`src/rtl/exibe_sequencia_ctrl_if.sv`:
```
// Handshake and datapath signals between the game control unit, the sequence
// memory/LEDs and the playback controller. EXIBE_SEQUENCIA_RGB_EN adds the rgb output.
interface exibe_sequencia_ctrl_if;
   logic       iniciar;
   logic       abortar;
   logic [3:0] limite;
   logic [3:0] dado_memoria;
   logic [3:0] endereco;
   logic [3:0] leds;
   logic       ocupado;
   logic       pronto;
   logic [3:0] db_estado;
`ifdef EXIBE_SEQUENCIA_RGB_EN
   logic [2:0] rgb;

   modport master (output iniciar, abortar, limite, dado_memoria,
                   input  endereco, leds, ocupado, pronto, db_estado, rgb);
   modport slave  (input  iniciar, abortar, limite, dado_memoria,
                   output endereco, leds, ocupado, pronto, db_estado, rgb);
`else
   modport master (output iniciar, abortar, limite, dado_memoria,
                   input  endereco, leds, ocupado, pronto, db_estado);
   modport slave  (input  iniciar, abortar, limite, dado_memoria,
                   output endereco, leds, ocupado, pronto, db_estado);
`endif
endinterface

```
`src/rtl/exibe_sequencia_ctrl.sv`:
```
// Plays the stored colour sequence (addresses 0..limite) on the LEDs before each round.
// EXIBE_SEQUENCIA_RGB_EN adds a one-hot-to-RGB decode of the LED value.
//
// state   | meaning
// INICIAL | idle, waiting for iniciar
// PREPARA | clear address and timer
// ACENDE  | show dado_memoria for T_ACESO cycles
// APAGA   | blank gap for T_APAGADO cycles
// PROXIMO | advance address
// FIM     | one-cycle pronto pulse
module exibe_sequencia_ctrl #(
   parameter int T_ACESO   = 1000,
   parameter int T_APAGADO = 500
) (
   input  logic                    clock,
   input  logic                    reset,
   exibe_sequencia_ctrl_if.slave   bus
);
   localparam int T_MAX = (T_ACESO > T_APAGADO) ? T_ACESO : T_APAGADO;
   localparam int TW    = (T_MAX > 1) ? $clog2(T_MAX) : 1;

   localparam logic [TW-1:0] FIM_ACESO   = TW'(T_ACESO - 1);
   localparam logic [TW-1:0] FIM_APAGADO = TW'(T_APAGADO - 1);

   localparam logic [2:0] INICIAL = 3'd0;
   localparam logic [2:0] PREPARA = 3'd1;
   localparam logic [2:0] ACENDE  = 3'd2;
   localparam logic [2:0] APAGA   = 3'd3;
   localparam logic [2:0] PROXIMO = 3'd4;
   localparam logic [2:0] FIM     = 3'd5;

   logic [2:0]    estado_q,   estado_d;
   logic [3:0]    endereco_q, endereco_d;
   logic [3:0]    limite_q,   limite_d;
   logic [TW-1:0] timer_q,    timer_d;

   always_comb begin
      estado_d   = estado_q;
      endereco_d = endereco_q;
      limite_d   = limite_q;
      timer_d    = timer_q;
      case (estado_q)
         INICIAL: begin
            if (bus.iniciar && !bus.abortar) begin
               estado_d = PREPARA;
               limite_d = bus.limite;
            end
         end
         PREPARA: begin
            endereco_d = 4'd0;
            timer_d    = '0;
            estado_d   = ACENDE;
         end
         ACENDE: begin
            if (timer_q == FIM_ACESO) begin
               timer_d  = '0;
               estado_d = APAGA;
            end else begin
               timer_d = timer_q + 1'b1;
            end
         end
         APAGA: begin
            if (timer_q == FIM_APAGADO) begin
               timer_d  = '0;
               estado_d = (endereco_q == limite_q) ? FIM : PROXIMO;
            end else begin
               timer_d = timer_q + 1'b1;
            end
         end
         PROXIMO: begin
            endereco_d = endereco_q + 4'd1;
            estado_d   = ACENDE;
         end
         FIM:     estado_d = INICIAL;
         default: estado_d = INICIAL;
      endcase

      // Abort overrides every transition, including a pending pronto.
      if (bus.abortar && (estado_q != INICIAL)) begin
         estado_d   = INICIAL;
         timer_d    = '0;
         endereco_d = 4'd0;
      end
   end

   always_ff @(posedge clock or negedge reset) begin
      if (!reset) begin
         estado_q   <= INICIAL;
         endereco_q <= 4'd0;
         limite_q   <= 4'd0;
         timer_q    <= '0;
      end else begin
         estado_q   <= estado_d;
         endereco_q <= endereco_d;
         limite_q   <= limite_d;
         timer_q    <= timer_d;
      end
   end

   assign bus.endereco  = endereco_q;
   assign bus.leds      = (estado_q == ACENDE) ? bus.dado_memoria : 4'b0000;
   assign bus.ocupado   = (estado_q != INICIAL);
   assign bus.pronto    = (estado_q == FIM);
   assign bus.db_estado = {1'b0, estado_q};

`ifdef EXIBE_SEQUENCIA_RGB_EN
   always_comb begin
      case (bus.leds)
         4'b0001: bus.rgb = 3'b100;
         4'b0010: bus.rgb = 3'b010;
         4'b0100: bus.rgb = 3'b001;
         4'b1000: bus.rgb = 3'b110;
         default: bus.rgb = 3'b000;
      endcase
   end
`endif
endmodule

```
`src/flat_wrapper.sv`:
```
// flat-port wrapper written by rule: the top's interface ports become plain ports
module exibe_sequencia_ctrl_flat 
#(
   parameter int T_ACESO   = 1000,
   parameter int T_APAGADO = 500
)
  (clock, reset, bus_iniciar, bus_abortar, bus_limite, bus_dado_memoria, bus_endereco, bus_leds, bus_ocupado, bus_pronto, bus_db_estado);
  exibe_sequencia_ctrl_if bus_i ();
  input  logic clock;
  input  logic reset;
  input wire logic [$bits(bus_i.iniciar)-1:0] bus_iniciar;
  input wire logic [$bits(bus_i.abortar)-1:0] bus_abortar;
  input wire logic [$bits(bus_i.limite)-1:0] bus_limite;
  input wire logic [$bits(bus_i.dado_memoria)-1:0] bus_dado_memoria;
  output wire logic [$bits(bus_i.endereco)-1:0] bus_endereco;
  output wire logic [$bits(bus_i.leds)-1:0] bus_leds;
  output wire logic [$bits(bus_i.ocupado)-1:0] bus_ocupado;
  output wire logic [$bits(bus_i.pronto)-1:0] bus_pronto;
  output wire logic [$bits(bus_i.db_estado)-1:0] bus_db_estado;
  assign bus_i.iniciar = bus_iniciar;
  assign bus_i.abortar = bus_abortar;
  assign bus_i.limite = bus_limite;
  assign bus_i.dado_memoria = bus_dado_memoria;
  assign bus_endereco = bus_i.endereco;
  assign bus_leds = bus_i.leds;
  assign bus_ocupado = bus_i.ocupado;
  assign bus_pronto = bus_i.pronto;
  assign bus_db_estado = bus_i.db_estado;
  exibe_sequencia_ctrl #(.T_ACESO(T_ACESO), .T_APAGADO(T_APAGADO)) u_core (.clock(clock), .reset(reset), .bus(bus_i));
endmodule
```
`config.mk`:
```
export PLATFORM = sky130hd
export DESIGN_NAME = exibe_sequencia_ctrl_flat
export DESIGN_NICKNAME = d
export VERILOG_FILES = /design/src/rtl/exibe_sequencia_ctrl_if.sv /design/src/rtl/exibe_sequencia_ctrl.sv /design/src/flat_wrapper.sv
export SDC_FILE = /design/constraint.sdc
export NUM_CORES = 1
export LEC_CHECK = 0
export ABC_CLOCK_PERIOD_IN_PS = 1500
export CAP_MARGIN = 10
export CORE_MARGIN = 4
export CORE_UTILIZATION = 45
export CTS_CLUSTER_DIAMETER = 120
export CTS_CLUSTER_SIZE = 16
export DETAILED_ROUTE_END_ITERATION = 8
export PLACE_DENSITY = 0.81
export SLEW_MARGIN = 20
export SYNTH_ARGS = -nofsm -noshare
export SYNTH_HDL_FRONTEND = slang
export SYNTH_SLANG_ARGS = --single-unit
```
`constraint.sdc`:
```
create_clock -name clock -period 1.5 [get_ports clock]
set_input_delay 0.3 -clock clock [delete_from_list [all_inputs] [get_ports clock]]
set_output_delay 0.3 -clock clock [all_outputs]
set_load 0.005 [all_outputs]
```
==> results.cfg, run 1 <==
[run_status]
status = finished, violations left
failed_checks = setup timing

[floorplanning]
dieHeight_um = 61.3
floorplan.die_area_sq_mm = 0.00376
die_w_um = 61.3
initial_core_util = 0.468
design.portCount = 26
fp.coreArea_sq_mm = 0.00273
core.rowCount = 19

[cells_and_area]
leading_cell_types_in_the_layout_fill_and_taps_excluded = 27 x buf_4, 21 x buf_6, 17 x dfrtp_1, 11 x nand2_1, 11 x clkdlybuf4s50_1
drive_above_1_share = 0.412
flow.area_growth_from_synthesis_pct = 58.3
fin_util = 0.741
finalNetCount = 219
most_common_cell_after_layout_fill_and_taps_aside = buf_4
antenna_cells_inserted = 0
filler_cell_count = 179

[logic_synthesis]
syn_area_cell_sq_um = 9.27
ys_seq_area_frac = 0.411
synthDominantCellAreaShare = 0.411
synthesis.area_sq_mm = 0.00128
ys_dominant_reg_cell = dfrtp_1
netlist.top_cell.by_area = dfrtp_1
synth.top_cells.by_area = dfrtp_1 41%, nand2_1 3.8%, nand3_1 3.5%
synth_cell_type_count = 41
syn_inst = 138
postSynthRegisterBits = 21
ys.warnings.count = 0
synth-edff-count = 0
asyncSetResetFlopFracSynth = 1.00
mappedNetlistNets = 152

[global_route]
grt_first_pass_wirelength_mm = 6.24
maximum_number_of_pins_on_one_net_before_global_route_repair = 22
grt_busiest_layer = met2
grt_antenna_before_repair = 0
grtUsageMet3 = 0.0189
track_usage = 0.225
grt-ovfl-total = 0
grt_use_met2 = 0.417
grtUsageMet1 = 0.269
first_global_vias = 1377

[cts]
cts.sink_count = 21
clk_transition_reported_paths_ns = 0.13
tritoncts = yes
worst_skew_pair.late_latency_ns = 0.31
ctsRootBufferMaster = clkbuf_4
tritoncts.num_buffers = 3
maximum_clock_insertion_buffer_count = 2
number_of_hold_buffers_added_after_cts = 0
cts_max_level = 1

[detailed_routing]
detailroute.via_count = 1407
route.detailed.drc = 0
drtAntennaViolNets = 0
drt-wirelength-per-cell_um = 17.7
drtIter0Drc = 57
routed_via_density = 5.99
wl_mm = 4.17
firstDrtPassIters = 4

[sta]
setup_tns_ns = -2.80
layout_worst_path_cycle_share = 1.15
fin_ws_ns = -0.227
fmax_mhz = 579
final-hold-violation-count = 0
clk_skew_ns = 0.00380
grt_setup_unrepaired = yes
setup_violations = 25
final.min_clock_period_ns = 1.73
final-max-slew-violation-count = 0

[worst_setup_path]
worst-path-max-fanout = 6
regToRegSetupSlack_ns = -0.23
arrival_time_worst_endpoint_ns = 1.93
ff2ff_path_depth = 6
cp.required_ns = 1.70
end_kind = flop
crit_type = flop to flop
startpoint_type = flop
critical_path.reg2reg.endpoint = u_core.timer_q[3]
r2r_start = u_core.estado_q[0]

[power_and_ir_drop]
fin_total_pwr_mw = 2.62
power.density_mw_per_mm2 = 1290
power.static_leakage_nw = 0.924
worst_ir_drop_vdd_uv = 967

[min_path]
type_of_the_worst_min_delay_path = input port to async pin

[place]
portBuffers = 24
routabilityCongestion = 0.872
detailedPlacementHpwl_mm = 2.61

[run]
number_of_violations_of_the_max_capacitance_limit = 0
per-layer routing:
| metal | part of all wire | wire (um) |
|---|---|---|
| met1 | 0.38 | 1580 |
| met2 | 0.53 | 2210 |
| met3 | 0.059 | 246 |
| met4 | 0.030 | 127 |
| met5 | 0 | 0 |
worst max path at each step:
stage,from,cells after the start,to,slack [ns]
after global placement,bus_abortar,6,u_core.timer_q[9],-0.18
after CTS,u_core.estado_q[2],5,bus_ocupado,-0.17
after global routing,u_core.estado_q[0],6,u_core.timer_q[9],-0.24
after floorplan,u_core.timer_q[4],5,u_core.timer_q[9],-0.005
final,u_core.estado_q[0],6,u_core.timer_q[3],-0.23
after detailed placement,bus_abortar,6,u_core.timer_q[5],-0.22
what timing repair did:
item | CTS | global route
pin swaps | 11 | 12
setup endpoints to repair | 25 | 29
buffers inserted | 17 | 1
resized for setup | 61 | 29
where the power goes:
group | leakage (nW) | switching, mW | internal [mW] | total (mW)
combinational | 0.634 | 0.679 | 0.872 | 1.55
sequential | 0.274 | 0.0986 | 0.684 | 0.783
clock | 0.0150 | 0.184 | 0.104 | 0.287
total | 0.924 | 0.961 | 1.66 | 2.62
kinds of logic (layout without fill, tap and decap cells):
logic type                 Yosys count  after routing  share of synthesized area
other                                1              1                    0.00293
and+or+nand+nor                     57             57                      0.238
AOI/OAI and AO/OA                   32             32                      0.191
DFF                                 21             21                      0.411
buffers and inverters               14             80                     0.0528
adders and majority gates            2              2                     0.0196
muxes                                6              6                     0.0509
xor gates and xnor gates             5              5                     0.0343
synth_stat cells (all sizes together), types with 2 or more instances:
cell / n
buf: 5
xnor2: 2
dfrtp: 21
mux2: 4
and3: 4
nor3: 6
o22ai: 2
nand2b: 2
a21oi: 2
inv: 8
and4: 2
o2bb2ai: 2
and4bb: 2
a31oi: 5
ha: 2
nand3b: 2
a31o: 2
mux2i: 2
nor2: 10
xor2: 3
o21ai: 8
a22o: 5
nor2b: 3
nand2: 13
nand3: 9
and2: 2
o2111ai: 2
critical path, stage by stage (launching register included):
cell,delay [ns]
dfrtp_2,0.48
buf_6,0.13
and4bb_1,0.29
o2111ai_4,0.20
buf_4,0.20
a31oi_1,0.21
o2bb2ai_1,0.11
sequential cells by signal, indices dropped and copies added, names as in the netlist:
signal               count
u_core.timer_q          10
u_core.limite_q          4
u_core.estado_q          3
u_core.bus.endereco      4
layout make-up:
type                    instances  area [sq um]  area share
multi-input cells             103           785       0.388
repair buffers                 68           614       0.303
flip-flops and latches         21           531       0.262
well taps                      31          38.8      0.0192
clock buffers                   4          26.3      0.0130
inverters                       8          30.0      0.0148
per-stage QoR:
step                      std cells  setup slack, ns  area [sq um]  hold WS (ns)
after detailed placement        214           -0.221          1720         0.519
after floorplan                 138         -0.00485          1280       0.00441
after CTS                       234           -0.168          1940         0.355
after global placement          214           -0.178          1720         0.514
final                           235           -0.227          2020         0.353
after global routing            235           -0.244          2020         0.365
No activity file was read; power rests on OpenSTA's default activity.
==> run 2: changes to the inputs <==
--- a/config.mk
+++ b/config.mk
@@ -12,6 +12,7 @@
 export CTS_CLUSTER_DIAMETER = 120
 export CTS_CLUSTER_SIZE = 16
 export DETAILED_ROUTE_END_ITERATION = 8
+export MAX_ROUTING_LAYER = met4
 export PLACE_DENSITY = 0.81
 export SLEW_MARGIN = 20
 export SYNTH_ARGS = -nofsm -noshare
==> results.cfg, run 2 (synthesized netlist as in run 1, its figures left out) <==
[detailed_routing]
route.detailed.drc = 0
detailroute.via_count = 1417
drtAntennaViolNets = 0
wl_mm = 4.21
drt-wirelength-per-cell_um = 17.9
routed_via_density = 6.03
drtIter0Drc = 57
firstDrtPassIters = 4

[cells_and_area]
filler_cell_count = 179
flow.area_growth_from_synthesis_pct = 58.3
max_flop_register = u_core.timer_q
leading_cell_types_in_the_layout_fill_and_taps_excluded = 27 x buf_4, 21 x buf_6, 17 x dfrtp_1, 11 x nand2_1, 11 x clkdlybuf4s50_1
finalNetCount = 219
finalNonFillerCells = 235
antenna_cells_inserted = 0
drive_above_1_share = 0.412
most_common_cell_after_layout_fill_and_taps_aside = buf_4
stdcell_area_sq_mm = 0.00202
largest_reg_flops = 10

[power_and_ir_drop]
worst_ir_drop_vdd_uv = 966
fin_total_pwr_mw = 2.63
power.static_leakage_nw = 0.924
power.density_mw_per_mm2 = 1300

[floorplanning]
die_w_um = 61.3
core.rowCount = 19
design.portCount = 26
initial_core_util = 0.468
floorplan.die_area_sq_mm = 0.00376
fp.coreArea_sq_mm = 0.00273
dieHeight_um = 61.3

[sta]
final-hold-violation-count = 0
clk_skew_ns = 0.0107
layout_worst_path_cycle_share = 1.15
grt_setup_unrepaired = yes
fmax_mhz = 580
fin_ws_ns = -0.223
setup_violations = 25
final.min_clock_period_ns = 1.72
final-max-slew-violation-count = 0

[global_route]
track_usage = 0.232
first_global_vias = 1371
grt_first_pass_wirelength_mm = 6.24
grt_antenna_before_repair = 0
grt-ovfl-total = 0
maximum_number_of_pins_on_one_net_before_global_route_repair = 22

[cts]
maximum_clock_insertion_buffer_count = 2
tritoncts = yes
cts_max_level = 1
tritoncts.num_buffers = 3
clk_transition_reported_paths_ns = 0.13
ctsRootBufferMaster = clkbuf_4
cts.sink_count = 21
worst_skew_pair.late_latency_ns = 0.32

[worst_setup_path]
arrival_time_worst_endpoint_ns = 1.95
crit_type = flop to flop
worst-path-max-fanout = 6
startpoint_type = flop
cp.required_ns = 1.72
end_kind = flop

[run_status]
failed_checks = setup timing
status = finished, violations left

[place]
placed_cell_area_sq_mm = 0.00172
pre_cts_ws_ns = -0.221
routabilityCongestion = 0.887
detailedPlacementHpwl_mm = 2.61
portBuffers = 24
post-place-cells = 214

[run]
number_of_violations_of_the_max_capacitance_limit = 0

[min_path]
type_of_the_worst_min_delay_path = input port to async pin
run 2: through the flow:
stage                      util  hold slack, ns  TNS [ns]
after floorplan               -         0.00441  -0.00485
after global placement    0.630           0.514     -2.88
after detailed placement  0.630           0.519     -3.54
after CTS                 0.711           0.355     -2.35
after global routing      0.741           0.365     -4.12
final                     0.741           0.342     -3.09
run 2: what timing repair did:
item	4_1_cts	5_1_grt
pin swaps	11	12
buffers inserted	17	1
gates resized for setup	61	29
hold buffers	0	0
setup endpoints to repair	25	29
run 2: cell type report:
| class | count | area [sq um] | area share |
|---|---|---|---|
| multi-input cells | 103 | 785 | 0.388 |
| repair buffers | 68 | 614 | 0.303 |
| flip-flops and latches | 21 | 531 | 0.262 |
| well taps | 31 | 38.8 | 0.0192 |
| inverters | 8 | 30.0 | 0.0148 |
| clock buffers | 4 | 26.3 | 0.0130 |
run 2: worst max-delay path: stages (launching register included):
cell	delay, ns
dfrtp_2	0.48
buf_6	0.13
and4bb_1	0.29
o2111ai_4	0.20
buf_6	0.18
and2_4	0.14
a22o_1	0.20
run 2: worst paths after layout:
kind	startpoint	end	slack, ns	depth (start not counted)
worst min-delay path	reset	u_core.timer_q[5]	0.34	2
worst max register to register	u_core.estado_q[0]	u_core.timer_q[9]	-0.22	6
min in group clock	u_core.limite_q[1]	u_core.limite_q[1]	0.54	1
max in group asynchronous	reset	u_core.bus.endereco[3]	0.91	2
worst min register to register	u_core.limite_q[1]	u_core.limite_q[1]	0.54	1
worst max-delay path	u_core.estado_q[0]	u_core.timer_q[9]	-0.22	6
run 2: where the power goes:
part           switching, mW  leakage (nW)  internal [mW]  total (mW)
Combinational          0.679         0.634          0.872        1.55
Clock                  0.192        0.0150          0.104       0.296
Sequential            0.0980         0.274          0.684       0.782
Total                  0.969         0.924           1.66        2.63
run 2: layer usage:
metal  vias to the layer above  track usage  share of wire
met5                         -            -              0
met4                         0       0.0805          0.035
met3                        14       0.0168          0.059
met2                        68        0.417           0.53
met1                       697        0.270           0.37
li1                        638            -              -
